File: config.mk
export PLATFORM = sky130hd
export DESIGN_NAME = vga_scanner_flat
export DESIGN_NICKNAME = d
export VERILOG_FILES = /design/src/rtl/vga_scanner_if.sv /design/src/rtl/vga_scanner.sv /design/src/flat_wrapper.sv
export SDC_FILE = /design/constraint.sdc
export NUM_CORES = 1
export LEC_CHECK = 0
export BUFFER_PORTS_ARGS = -buffer_cell sky130_fd_sc_hd__buf_2
export CORE_MARGIN = 2
export CORE_UTILIZATION = 51
export DETAILED_ROUTE_END_ITERATION = 6
export GPL_TIMING_DRIVEN = 0
export PLACE_DENSITY_LB_ADDON = 0.15
export SYNTH_ARGS = -nofsm -noshare
export SYNTH_HDL_FRONTEND = slang
export SYNTH_SLANG_ARGS = --single-unit
File: constraint.sdc
create_clock -name pixel_clk -period 3.8 [get_ports pixel_clk]
set_clock_uncertainty 0.05 [all_clocks]
set_input_delay 1.14 -clock pixel_clk [delete_from_list [all_inputs] [get_ports pixel_clk]]
set_output_delay 1.14 -clock pixel_clk [all_outputs]
set_load 0.01 [all_outputs]
File: src/rtl/vga_scanner_if.sv
// Bus between the raster scanner and the renderer/VGA connector.
// master = vga_scanner (drives coordinates, sync and colour, samples pixel);
// slave  = renderer / display side.
interface vga_scanner_if;
  logic        pixel;
  logic [11:0] vga_x;
  logic [11:0] vga_y;
  logic        hsync;
  logic        vsync;
  logic        video_on;
  logic [11:0] rgb;
  logic        frame_tick;

  modport master (
    input  pixel,
    output vga_x, vga_y, hsync, vsync, video_on, rgb, frame_tick
  );

  modport slave (
    output pixel,
    input  vga_x, vga_y, hsync, vsync, video_on, rgb, frame_tick
  );
endinterface

File: src/rtl/vga_scanner.sv
// VGA raster timing generator and video output stage.
// Free-running h/v counters publish the current coordinate to the renderer.
// Blanking and sync are delayed by PIXEL_LATENCY clocks so they line up with
// the renderer's pixel reply, then registered once more together with rgb.
// Optional feature: define VGA_BORDER_EN to force a 1-pixel white frame
// around the visible area (monitor alignment aid).
module vga_scanner #(
  parameter int H_VISIBLE     = 640,
  parameter int H_FRONT       = 16,
  parameter int H_SYNC        = 96,
  parameter int H_BACK        = 48,
  parameter int V_VISIBLE     = 480,
  parameter int V_FRONT       = 10,
  parameter int V_SYNC        = 2,
  parameter int V_BACK        = 33,
  parameter bit SYNC_ACTIVE   = 1'b0,
  parameter int PIXEL_LATENCY = 1
) (
  input  logic          pixel_clk,
  input  logic          rst_n,
  vga_scanner_if.master bus
);

  localparam logic [11:0] H_VIS      = 12'(H_VISIBLE);
  localparam logic [11:0] H_SYNC_BEG = 12'(H_VISIBLE + H_FRONT);
  localparam logic [11:0] H_SYNC_END = 12'(H_VISIBLE + H_FRONT + H_SYNC);
  localparam logic [11:0] H_LAST     = 12'(H_VISIBLE + H_FRONT + H_SYNC + H_BACK - 1);
  localparam logic [11:0] V_VIS      = 12'(V_VISIBLE);
  localparam logic [11:0] V_SYNC_BEG = 12'(V_VISIBLE + V_FRONT);
  localparam logic [11:0] V_SYNC_END = 12'(V_VISIBLE + V_FRONT + V_SYNC);
  localparam logic [11:0] V_LAST     = 12'(V_VISIBLE + V_FRONT + V_SYNC + V_BACK - 1);

  logic [11:0] r_h;
  logic [11:0] r_v;
  logic        w_h_wrap;
  logic        w_raw_active;
  logic        w_raw_hs;
  logic        w_raw_vs;

  logic [PIXEL_LATENCY-1:0] r_active_pipe;
  logic [PIXEL_LATENCY-1:0] r_hs_pipe;
  logic [PIXEL_LATENCY-1:0] r_vs_pipe;
  logic                     w_active_d;
  logic                     w_lit;

  logic        r_hsync;
  logic        r_vsync;
  logic        r_video_on;
  logic [11:0] r_rgb;
  logic        r_frame_tick;

  assign w_h_wrap = (r_h == H_LAST);

  // Raster counters: h every clock, v on each h wrap.
  // NOTE: sequential state uses non-blocking (<=) so every register samples
  // pre-edge values; blocking here would chain r_h into r_v in one clock.
  always_ff @(posedge pixel_clk or negedge rst_n) begin
    if (!rst_n) begin
      r_h <= '0;
      r_v <= '0;
    end else if (w_h_wrap) begin
      r_h <= '0;
      r_v <= (r_v == V_LAST) ? 12'd0 : r_v + 12'd1;
    end else begin
      r_h <= r_h + 12'd1;
    end
  end

  // Undelayed phase decode of the current coordinate.
  always_comb begin
    w_raw_active = (r_h < H_VIS) && (r_v < V_VIS);
    w_raw_hs     = (r_h >= H_SYNC_BEG) && (r_h < H_SYNC_END);
    w_raw_vs     = (r_v >= V_SYNC_BEG) && (r_v < V_SYNC_END);
  end

  // Alignment pipeline: stage PIXEL_LATENCY-1 coincides with the pixel reply.
  always_ff @(posedge pixel_clk or negedge rst_n) begin
    if (!rst_n) begin
      r_active_pipe <= '0;
      r_hs_pipe     <= '0;
      r_vs_pipe     <= '0;
    end else begin
      r_active_pipe[0] <= w_raw_active;
      r_hs_pipe[0]     <= w_raw_hs;
      r_vs_pipe[0]     <= w_raw_vs;
      for (int i = 1; i < PIXEL_LATENCY; i++) begin
        r_active_pipe[i] <= r_active_pipe[i-1];
        r_hs_pipe[i]     <= r_hs_pipe[i-1];
        r_vs_pipe[i]     <= r_vs_pipe[i-1];
      end
    end
  end

  assign w_active_d = r_active_pipe[PIXEL_LATENCY-1];

`ifdef VGA_BORDER_EN
  logic [11:0] r_x_pipe [PIXEL_LATENCY];
  logic [11:0] r_y_pipe [PIXEL_LATENCY];
  logic [11:0] w_x_d;
  logic [11:0] w_y_d;

  // Coordinate delayed alongside active so the border lines up with pixel.
  // NOTE: this small array is reset on purpose so no stale coordinate can
  // paint a border right after reset; large memories would not be reset.
  always_ff @(posedge pixel_clk or negedge rst_n) begin
    if (!rst_n) begin
      for (int i = 0; i < PIXEL_LATENCY; i++) begin
        r_x_pipe[i] <= '0;
        r_y_pipe[i] <= '0;
      end
    end else begin
      r_x_pipe[0] <= r_h;
      r_y_pipe[0] <= r_v;
      for (int i = 1; i < PIXEL_LATENCY; i++) begin
        r_x_pipe[i] <= r_x_pipe[i-1];
        r_y_pipe[i] <= r_y_pipe[i-1];
      end
    end
  end

  assign w_x_d = r_x_pipe[PIXEL_LATENCY-1];
  assign w_y_d = r_y_pipe[PIXEL_LATENCY-1];

  // Pixel is lit by the renderer or by the alignment border.
  always_comb begin
    w_lit = bus.pixel ||
            (w_x_d == 12'd0) || (w_x_d == H_VIS - 12'd1) ||
            (w_y_d == 12'd0) || (w_y_d == V_VIS - 12'd1);
  end
`else
  // Pixel is lit only by the renderer.
  always_comb begin
    w_lit = bus.pixel;
  end
`endif

  // Output register stage: sync levels, blanking-masked colour, frame tick.
  always_ff @(posedge pixel_clk or negedge rst_n) begin
    if (!rst_n) begin
      r_hsync      <= ~SYNC_ACTIVE;
      r_vsync      <= ~SYNC_ACTIVE;
      r_video_on   <= 1'b0;
      r_rgb        <= '0;
      r_frame_tick <= 1'b0;
    end else begin
      r_hsync      <= r_hs_pipe[PIXEL_LATENCY-1] ? SYNC_ACTIVE : ~SYNC_ACTIVE;
      r_vsync      <= r_vs_pipe[PIXEL_LATENCY-1] ? SYNC_ACTIVE : ~SYNC_ACTIVE;
      r_video_on   <= w_active_d;
      r_rgb        <= (w_active_d && w_lit) ? 12'hFFF : 12'h000;
      r_frame_tick <= w_h_wrap && (r_v == V_VIS - 12'd1);
    end
  end

  assign bus.vga_x      = r_h;
  assign bus.vga_y      = r_v;
  assign bus.hsync      = r_hsync;
  assign bus.vsync      = r_vsync;
  assign bus.video_on   = r_video_on;
  assign bus.rgb        = r_rgb;
  assign bus.frame_tick = r_frame_tick;

endmodule

File: src/flat_wrapper.sv
// flat-port wrapper written by rule: the top's interface ports become plain ports
module vga_scanner_flat 
#(
  parameter int H_VISIBLE     = 640,
  parameter int H_FRONT       = 16,
  parameter int H_SYNC        = 96,
  parameter int H_BACK        = 48,
  parameter int V_VISIBLE     = 480,
  parameter int V_FRONT       = 10,
  parameter int V_SYNC        = 2,
  parameter int V_BACK        = 33,
  parameter bit SYNC_ACTIVE   = 1'b0,
  parameter int PIXEL_LATENCY = 1
)
  (pixel_clk, rst_n, bus_pixel, bus_vga_x, bus_vga_y, bus_hsync, bus_vsync, bus_video_on, bus_rgb, bus_frame_tick);
  vga_scanner_if bus_i ();
  input  logic pixel_clk;
  input  logic rst_n;
  input wire logic [$bits(bus_i.pixel)-1:0] bus_pixel;
  output wire logic [$bits(bus_i.vga_x)-1:0] bus_vga_x;
  output wire logic [$bits(bus_i.vga_y)-1:0] bus_vga_y;
  output wire logic [$bits(bus_i.hsync)-1:0] bus_hsync;
  output wire logic [$bits(bus_i.vsync)-1:0] bus_vsync;
  output wire logic [$bits(bus_i.video_on)-1:0] bus_video_on;
  output wire logic [$bits(bus_i.rgb)-1:0] bus_rgb;
  output wire logic [$bits(bus_i.frame_tick)-1:0] bus_frame_tick;
  assign bus_i.pixel = bus_pixel;
  assign bus_vga_x = bus_i.vga_x;
  assign bus_vga_y = bus_i.vga_y;
  assign bus_hsync = bus_i.hsync;
  assign bus_vsync = bus_i.vsync;
  assign bus_video_on = bus_i.video_on;
  assign bus_rgb = bus_i.rgb;
  assign bus_frame_tick = bus_i.frame_tick;
  vga_scanner #(.H_VISIBLE(H_VISIBLE), .H_FRONT(H_FRONT), .H_SYNC(H_SYNC), .H_BACK(H_BACK), .V_VISIBLE(V_VISIBLE), .V_FRONT(V_FRONT), .V_SYNC(V_SYNC), .V_BACK(V_BACK), .SYNC_ACTIVE(SYNC_ACTIVE), .PIXEL_LATENCY(PIXEL_LATENCY)) u_core (.pixel_clk(pixel_clk), .rst_n(rst_n), .bus(bus_i));
endmodule
# == Yosys cells after proc, flatten, opt, wreduce, memory -nomap -nowiden ==
# Index checks and enable logic that the tools add are counted.
# totals
register_bits,43
word_cells,31
# op_classes
addsub,2
magnitude_cmp,6
n_eq_ne,3
muxes,5
n_reduce_logical,5
# op_table
operator,count
2-to-1 mux 12 bit,3
adder 12 x 1 -> 12 bit (second input constant),2
== test 12 x 10 -> 1 bit (second input constant),2
less-than comparator 12 x 10 -> 1 bit (second input constant),2
less-than comparator 12 x 9 -> 1 bit (second input constant),2
== test 12 x 9 -> 1 bit (second input constant),1
>= comparator 12 x 10 -> 1 bit (second input constant),1
>= comparator 12 x 9 -> 1 bit (second input constant),1
logical AND 1 bit,5
2-to-1 mux 1 bit,2

# == Logic depth before layout (Yosys ltp) ==
# Gate-level depths: netlist (run 1).
# logic_depth
depth_word,2
ltp_mapped,6

# == Worst setup path before layout (run 1) ==
# OpenSTA, ideal clock, no wires.
# synth_path
kind,register to register
start,register u_core.r_h[6] (netlist: u_core.bus.vga_x[6])
end,register u_core.r_v[3] (netlist: u_core.bus.vga_y[3])
setup_time_ns,0.121
t_arrival_ns,1.781
required_time_ns,3.629
setup_slack_ns,1.848
path_stages_with_launch,4
period_less_slack_ns,1.952
path_cell_list,dfrtp_1 > or4b_4 > or4_4 > a22o_1
# synth_between
elab_chain_cells,1
# synth_lines
item,line_no,text
from (decl),vga_scanner.sv:33,logic [11:0] r_h;
from (signal assigned),vga_scanner.sv:65,r_h <= r_h + 12'd1;
== test 12 x 10 -> 1 bit,vga_scanner.sv:52,assign w_h_wrap = (r_h == H_LAST);
to (signal assigned),vga_scanner.sv:63,r_v <= (r_v == V_LAST) ? 12'd0 : r_v + 12'd1;
to (decl),vga_scanner.sv:34,logic [11:0] r_v;
# No other way between the ends.
# A chain may end at the register's enable or synchronous reset.

==> results.yml, run 1 <==
timing:
  slew_violations: 0
  setup_slack_ps: 1480
  timing.fmax_mhz: 431
  finalSetupViolCount: 0
  period_share: 0.610
  setup_tns_ps: 0
  final-hold-violation-count: 0
  worst_pin_slew_ps: 687
  period_minus_slack_ps: 2320
  rsz0062_at_grt: "false"
  holdWs_ps: 303
  slew_headroom: 0.542
floorplan:
  dieArea_sq_mm: 0.00364
  rows: 20
  start_util: 0.535
  num_io_pins: 43
  fp.dieH_microns: 60.4
  die_x_microns: 60.4
  coreArea_sq_mm: 0.00303
worst_setup_path:
  reg2reg_depth: 5
  worst-r2r-setup-slack_ps: 1630
  r2r_start: "u_core.bus.vga_x[0]"
  path_class: "reg -> out"
  critPathArrivalTime_ps: 1130
  required_ps: 2610
  r2r-end: "u_core.bus.vga_y[6]"
  crit_path_start_kind: "flip-flop"
  worstSetupEndpointType: "output port"
  cp_max_fo: 12
finish:
  antenna_cells: 0
  nFillCells: 256
  syn2layout_area_growth_pct: 20.0
  nNetsFinal: 206
  final_cell_mix: "buf_2, dfrtp_1, buf_4"
  layout-drive-gt1-share: 0.350
  layout_commonest_cell: "buf_2"
pwr:
  powerDensity_mw_per_mm2: 291
  p_sw_uw: 122
  intPower_uw: 444
  leakagePower_uw: 0.000980
  seq_power_share: 0.605
  clockPowerShare: 0.351
  p_sw_frac: 0.216
  ir_drop_uv: 158
  combPwrFrac: 0.045
clock_tree:
  cts_buffer_depth: 2
  cts_root_buf: "clkbuf_4"
  post_cts_buffers: 0
  numCtsBuffers: 5
  cts_resized: 0
  cts_tree: "built"
  worstSkewPairLatency_ps: 320
  htreeDepth: 2
  cts.sinks: 32
  cts.clk_slew.worst_paths_ps: 80
  cts_hold_buf: 0
yosys:
  synth_warnings: 0
  ys_seq_area_frac: 0.496
  synth-edff-count: 0
  async_flop_share: 1.00
  synth_area_per_cell_sq_um: 10.8
  ys_types: 35
  ys.flop_type: "dfrtp_1"
  syn_area_sq_mm: 0.00162
  syn_nets: 157
  synth.area.top_cells: "dfrtp_1, buf_4, and4_1"
  synth_top_cell_area_share: 0.463
  syn-instance-count: 150
  synth_top_area_cell: "dfrtp_1"
  ys_ff_latch: 32
placed_design:
  portBuffers: 42
  gp_congestion: 0.818
  place_worst_setup_slack_ps: 1670
  post-dp-hpwl_microns: 2420
run_status:
  outcome: "complete, no violations"
grt:
  grt_pass1_wl_microns: 5380
  grt_pass1_vias: 1226
  overflow: 0
  track_usage: 0.201
  grt_antenna_before_repair: 0
  grt_max_degree: 33
hold_path:
  hold_end: "u_core.bus.hsync"
  hold_start: "u_core.r_hs_pipe"
  min_path_type: "reg -> reg"
  hold_depth: 1
drt:
  vias: 1283
  wl_per_cell_microns: 13.5
  ant_nets: 0
  remaining_drc_errors: 0
  first_pass_iters: 5
  wl_microns: 3310
  viasPerCell: 5.26
  drt_iter0_drc: 29
job:
  maxCapViolCount: 0
[power by group through the flow]
stage                     clock (uW)  combinational [uW]  sequential, uW
after floorplan                    0                12.0             349
after global placement             0                25.5             349
after detailed placement           0                26.2             349
after CTS                        203                26.1             343
after global routing             217                28.8             343
final                            199                25.2             342
[cell families after synthesis]
kind of cell / count (synthesis) / share of synthesized area
flops: 32 / 0.496
buf+inv: 23 / 0.0842
fa+ha+maj: 4 / 0.0309
compound gates: 13 / 0.0463
simple gates: 62 / 0.254
mux: 3 / 0.0185
xor+xnor: 13 / 0.0703
[per-layer routing]
metal	up-vias	GRT usage	share of wire
met4	0	0.0889	0.018
met5	-	0	0
li1	617	-	-
met1	611	0.247	0.44
met2	47	0.343	0.49
met3	8	0.0405	0.055
[area by class of cell]
cell class / count / area (sq um) / share of cell area
sequential: 32 / 803 / 0.413
multi-input combinational: 95 / 681 / 0.350
timing repair buffer: 42 / 210 / 0.108
buffer: 15 / 106 / 0.0547
clock buffer: 8 / 58.8 / 0.0302
tap: 44 / 55.1 / 0.0283
inverter: 8 / 30.0 / 0.0154
[critical path: stages (launching register included)]
cell,delay (ps)
dfrtp_1,530
buf_4,170
buf_2,120
[registers in the layout, summed over array words and instances, names as in the netlist]
| name | count |
|---|---|
| u_core.bus.frame_tick | 1 |
| u_core.bus.hsync | 1 |
| u_core.bus.rgb | 1 |
| u_core.bus.vga_x | 12 |
| u_core.bus.vga_y | 12 |
| u_core.bus.video_on | 1 |
| u_core.bus.vsync | 1 |
| u_core.r_active_pipe | 1 |
| u_core.r_hs_pipe | 1 |
| u_core.r_vs_pipe | 1 |
[stage by stage]
| stage | std cells | instance area [sq um] | util | power (uW) |
|---|---|---|---|---|
| final | 244 | 1940 | 0.642 | 566 |
| after global routing | 244 | 1940 | 0.642 | 589 |
| after CTS | 244 | 1940 | 0.642 | 572 |
| after detailed placement | 236 | 1890 | 0.623 | 375 |
| after global placement | 236 | 1890 | 0.623 | 374 |
| after floorplan | 150 | 1620 | - | 361 |
[synth_stat cells (all sizes together), types with 3 or more instances]
library cell / number
a21oi: 3
and3: 7
and4: 7
buf: 14
dfrtp: 30
ha: 4
inv: 8
mux2i: 3
nand2: 5
nand3: 12
nand4: 4
nor2: 4
nor3: 4
nor4: 3
o21ai: 6
xnor2: 7
xor2: 6
[worst max path at each step]
stage | start | endpoint | depth (start not counted)
6_report | u_core.bus.rgb[10] | bus_rgb[3] | 2
5_1_grt | u_core.bus.rgb[10] | bus_rgb[2] | 2
4_1_cts | u_core.bus.rgb[10] | bus_rgb[3] | 2
3_5_place_dp | u_core.bus.vga_x[0] | u_core.bus.vga_y[5] | 6
3_3_place_gp | u_core.bus.vga_x[6] | u_core.bus.vga_y[5] | 5
2_1_floorplan | u_core.bus.vga_x[6] | u_core.bus.vga_y[3] | 3
No activity file was read; power rests on OpenSTA's default activity.
==> inputs of run 2 (changes only) <==
Settings changed: ABC_AREA from default to 1.
Clock period 3.8 ns to 2.3 ns, I/O delays scaled along.
==> results.yml, run 2 <==
floorplan:
  num_io_pins: 43
  rows: 21
  dieArea_sq_mm: 0.00399
  fp.dieH_microns: 63.2
  die_x_microns: 63.2
  start_util: 0.535
  coreArea_sq_mm: 0.00334
clock_tree:
  cts.sinks: 32
  cts_resized: 0
  worstSkewPairLatency_ps: 330
  post_cts_buffers: 0
  cts_tree: "built"
  cts_root_buf: "clkbuf_4"
  htreeDepth: 2
  cts.clk_slew.worst_paths_ps: 90
  numCtsBuffers: 5
  cts_hold_buf: 0
  cts_buffer_depth: 2
timing:
  final-hold-violation-count: 0
  period_minus_slack_ps: 1880
  rsz0062_at_grt: "false"
  period_share: 0.818
  finalSetupViolCount: 0
  timing.fmax_mhz: 532
  slew_violations: 0
  slew_headroom: 0.552
  worst_pin_slew_ps: 671
  setup_tns_ps: 0
yosys:
  synth_warnings: 0
  syn_nets: 229
  synth.most_common_cell: "nand2_1"
  async_flop_share: 1.00
  ys.flop_type: "dfrtp_1"
  synth.area.top_cells: "dfrtp_1, nand2_1, inv_1"
  syn-instance-count: 222
  syn_area_sq_mm: 0.00179
  synth_top_cell_area_share: 0.420
  ys_ff_latch: 32
  yosys-top-cells-count: "nand2_1, inv_1, dfrtp_1, nand3_1, nor2_1"
  ys_types: 23
  synth_area_per_cell_sq_um: 8.04
  ys_seq_area_frac: 0.450
  synth_top_area_cell: "dfrtp_1"
  synth-edff-count: 0
worst_setup_path:
  cp_max_fo: 12
  path_class: "reg -> out"
  r2r_start: "u_core.bus.vga_x[0]"
  required_ps: 1560
  worstSetupEndpointType: "output port"
  critPathArrivalTime_ps: 1140
  crit_path_start_kind: "flip-flop"
  setup.worst_path.start: "u_core.bus.rgb[10]"
pwr:
  power_uw: 909
  leakagePower_uw: 0.00116
  ir_drop_uv: 277
  powerDensity_mw_per_mm2: 432
placed_design:
  portBuffers: 42
  placed_cells: 310
  post-dp-hpwl_microns: 2610
  gp_congestion: 0.834
finish:
  antenna_cells: 0
  syn2layout_area_growth_pct: 17.8
  layout-drive-gt1-share: 0.272
  stdcell_count: 318
  final_cell_mix: "buf_2, nand2_1, inv_1"
  nNetsFinal: 278
  layout_commonest_cell: "buf_2"
drt:
  vias: 1531
  first_pass_iters: 4
  ant_nets: 0
  wl_microns: 3520
  drt_iter0_drc: 67
  wl_per_cell_microns: 11.1
  remaining_drc_errors: 0
  viasPerCell: 4.81
run_status:
  outcome: "complete, no violations"
grt:
  grt_pass1_wl_microns: 6170
  track_usage: 0.195
  grt_pass1_vias: 1371
  overflow: 0
  grt_antenna_before_repair: 0
  grt_max_degree: 33
hold_path:
  min_path_type: "reg -> reg"
  hold_start: "u_core.r_vs_pipe"
job:
  maxCapViolCount: 0
[run 2: cell types whose count changed in the layout (fill, tap and decap cells not counted), sizes merged, moves of 3 or more]
cell	change
nand4	+3
and3	-7
xor2	+4
nor2	+22
nor4	-3
inv	+32
xnor2	-7
nand3	+11
and4	-7
nor3	+6
nand2	+37
o21ai	+6
mux2i	-3
[run 2: critical path, cell delays in order, from the launching register on]
cell	delay (ps)
dfrtp_1	540
buf_4	170
buf_2	120
[run 2: cells by family after synthesis]
family,Yosys count,share of synthesized area
AND/OR/NAND/NOR,109,0.289
buffers and inverters,53,0.143
flip-flops,32,0.450
AO/OA/AOI/OAI,14,0.0413
XOR/XNOR,10,0.0491
adder cells (fa/ha/maj),4,0.0280
[run 2: per-layer routing]
| metal | global-route usage | vias to the layer above | wire, microns |
|---|---|---|---|
| li1 | - | 785 | - |
| met1 | 0.257 | 686 | 1610 |
| met2 | 0.315 | 53 | 1610 |
| met3 | 0.0554 | 7 | 255 |
| met4 | 0.0571 | 0 | 49 |
| met5 | 0 | - | 0 |
[run 2: metrics by stage]
step                worst slack [ps]  area [sq um]  hold WS [ps]  utilization
finish                           419          2100           306        0.630
global route                     298          2100           331        0.630
CTS                              397          2100           312        0.630
detailed placement               703          2050           300        0.615
global placement                 763          2050           291        0.615
floorplan                        837          1790           287            -
[run 2: cell type report]
class                      instances  area (sq um)
multi-input combinational        137           727
tap                               46          57.6
buffer                            13           105
inverter                          40           150
sequential                        32           803
clock buffer                       7          45.0
fill                             310          1230
timing repair buffer              42           210
clock inverter                     1          5.00
[run 2: final timing paths]
check | cells past startpoint | slack, ps | endpoint
setup / recovery | 2 | 420 | bus_rgb[2]
hold / removal | 1 | 310 | u_core.bus.vsync
setup reg to reg | 8 | 690 | u_core.bus.vga_y[0]
hold reg to reg | 1 | 310 | u_core.bus.vsync
max in group asynchronous | 1 | 1430 | u_core.bus.vga_y[1]
min in group asynchronous | 1 | 330 | u_core.bus.vga_x[11]
[run 2: where the power goes]
group / internal (uW) / switching [uW]
clock network: 119 / 183
registers: 563 / 2.56
logic: 19.8 / 21.7
total: 702 / 207
==> inputs of run 3 (changes only) <==
Settings changed: CORE_UTILIZATION 51 to 48.
Clock period 2.3 ns to 1.7 ns, I/O delays scaled along.
==> results.yml, run 3 (synthesized netlist as in run 2, its figures left out) <==
grt:
  overflow: 0
  grt_antenna_before_repair: 0
  track_usage: 0.195
  grt_pass1_vias: 1406
  grt_pass1_wl_microns: 6190
  grt_max_degree: 33
placed_design:
  portBuffers: 42
  gp_congestion: 0.829
  placed_cells: 312
  post-dp-hpwl_microns: 2650
  place_worst_setup_slack_ps: 116
drt:
  ant_nets: 0
  remaining_drc_errors: 0
  first_pass_iters: 4
  vias: 1563
  wl_microns: 3630
  drt_iter0_drc: 67
  viasPerCell: 4.88
  wl_per_cell_microns: 11.3
floorplan:
  num_io_pins: 43
  rows: 22
  dieArea_sq_mm: 0.00422
  die_x_microns: 65.0
  start_util: 0.495
  fp.dieH_microns: 65.0
  coreArea_sq_mm: 0.00361
clock_tree:
  cts_buffer_depth: 2
  worstSkewPairLatency_ps: 290
  cts_hold_buf: 0
  cts_tree: "built"
  cts_root_buf: "clkbuf_8"
  cts.clk_slew.worst_paths_ps: 70
  cts.sinks: 32
  htreeDepth: 2
  numCtsBuffers: 5
timing:
  timing.fmax_mhz: 630
  slew_violations: 0
  worst_pin_slew_ps: 700
  rsz0062_at_grt: "false"
  final-hold-violation-count: 0
  slew_headroom: 0.533
  period_share: 0.934
  period_minus_slack_ps: 1590
  setup_slack_ps: 112
  finalSetupViolCount: 0
  setup_tns_ps: 0
worst_setup_path:
  cp_max_fo: 12
  path_class: "reg -> out"
  cp_slowest_stage_delay_ps: 470
  required_ps: 1140
  worst_path_max_delay_cell: "dfrtp_2"
  crit_path_start_kind: "flip-flop"
  crit_chain: "buf_4 -> buf_2"
  critPathArrivalTime_ps: 1030
  worstSetupEndpointType: "output port"
finish:
  stdcell_count: 320
  nNetsFinal: 279
  final_cell_mix: "buf_2, nand2_1, inv_1"
  syn2layout_area_growth_pct: 21.0
  nFillCells: 340
  antenna_cells: 0
  layout_commonest_cell: "buf_2"
  layout-drive-gt1-share: 0.283
pwr:
  p_sw_uw: 300
  leakagePower_uw: 0.00118
  clockPowerShare: 0.433
  ir_drop_uv: 409
  p_sw_frac: 0.207
  powerDensity_mw_per_mm2: 671
  combPwrFrac: 0.039
  seq_power_share: 0.529
  intPower_uw: 1150
job:
  maxCapViolCount: 0
run_status:
  outcome: "complete, no violations"
hold_path:
  min_path_type: "in -> async"
-- run 3: what timing repair did --
| item | CTS | global route |
|---|---|---|
| resized for setup | 0 | 1 |
| buffers inserted | 0 | 1 |
| setup endpoints to repair | 0 | 13 |
-- run 3: final timing paths --
check	start	endpoint	slack (ps)	depth (start not counted)
setup / recovery	u_core.bus.rgb[10]	bus_rgb[1]	110	2
hold / removal	rst_n	u_core.bus.vga_y[4]	220	1
setup reg to reg	u_core.bus.vga_x[0]	u_core.bus.vga_y[9]	120	8
hold reg to reg	u_core.r_hs_pipe	u_core.bus.hsync	300	1
max in group asynchronous	rst_n	u_core.bus.rgb[10]	890	1
min in group pixel_clk	u_core.r_hs_pipe	u_core.bus.hsync	300	1
-- run 3: metrics by stage --
stage           util  area, sq um  hold slack [ps]  total power [uW]
6_report       0.599         2160              220              1450
5_1_grt        0.599         2160              285              1520
4_1_cts        0.597         2150              244              1470
3_5_place_dp   0.570         2060              301               839
3_3_place_gp   0.570         2060              288               838
2_1_floorplan      -         1790              164               807
-- run 3: power by group through the flow --
stage               clock, uW  combinational, uW  sequential, uW
floorplan                   0               26.8             781
global placement            0               58.0             780
detailed placement          0               58.6             780
CTS                       644               58.5             766
global route              686               63.3             767
finish                    627               56.3             767
-- run 3: layer usage --
metal,vias up,part of all wire,routed length (microns),global-route usage
met5,-,0,0,0
met4,0,0.022,81,0.0984
met3,8,0.057,208,0.0417
met2,47,0.48,1730,0.326
met1,731,0.44,1610,0.237
li1,777,-,-,-
-- run 3: final cells by class --
class | count | area (sq um) | share of cell area
repair buffers | 43 | 218 | 0.101
well taps | 48 | 60.1 | 0.0278
flip-flops and latches | 32 | 805 | 0.372
clock buffers | 7 | 96.3 | 0.0446
multi-input cells | 137 | 727 | 0.336
inverters | 40 | 150 | 0.0695
plain buffers | 13 | 105 | 0.0486
-- run 3: worst max-delay path: cells and delay by family (launching register included) --
kind	cells	cell delay [ps]
buffers and inverters	2	280
DFF	1	470
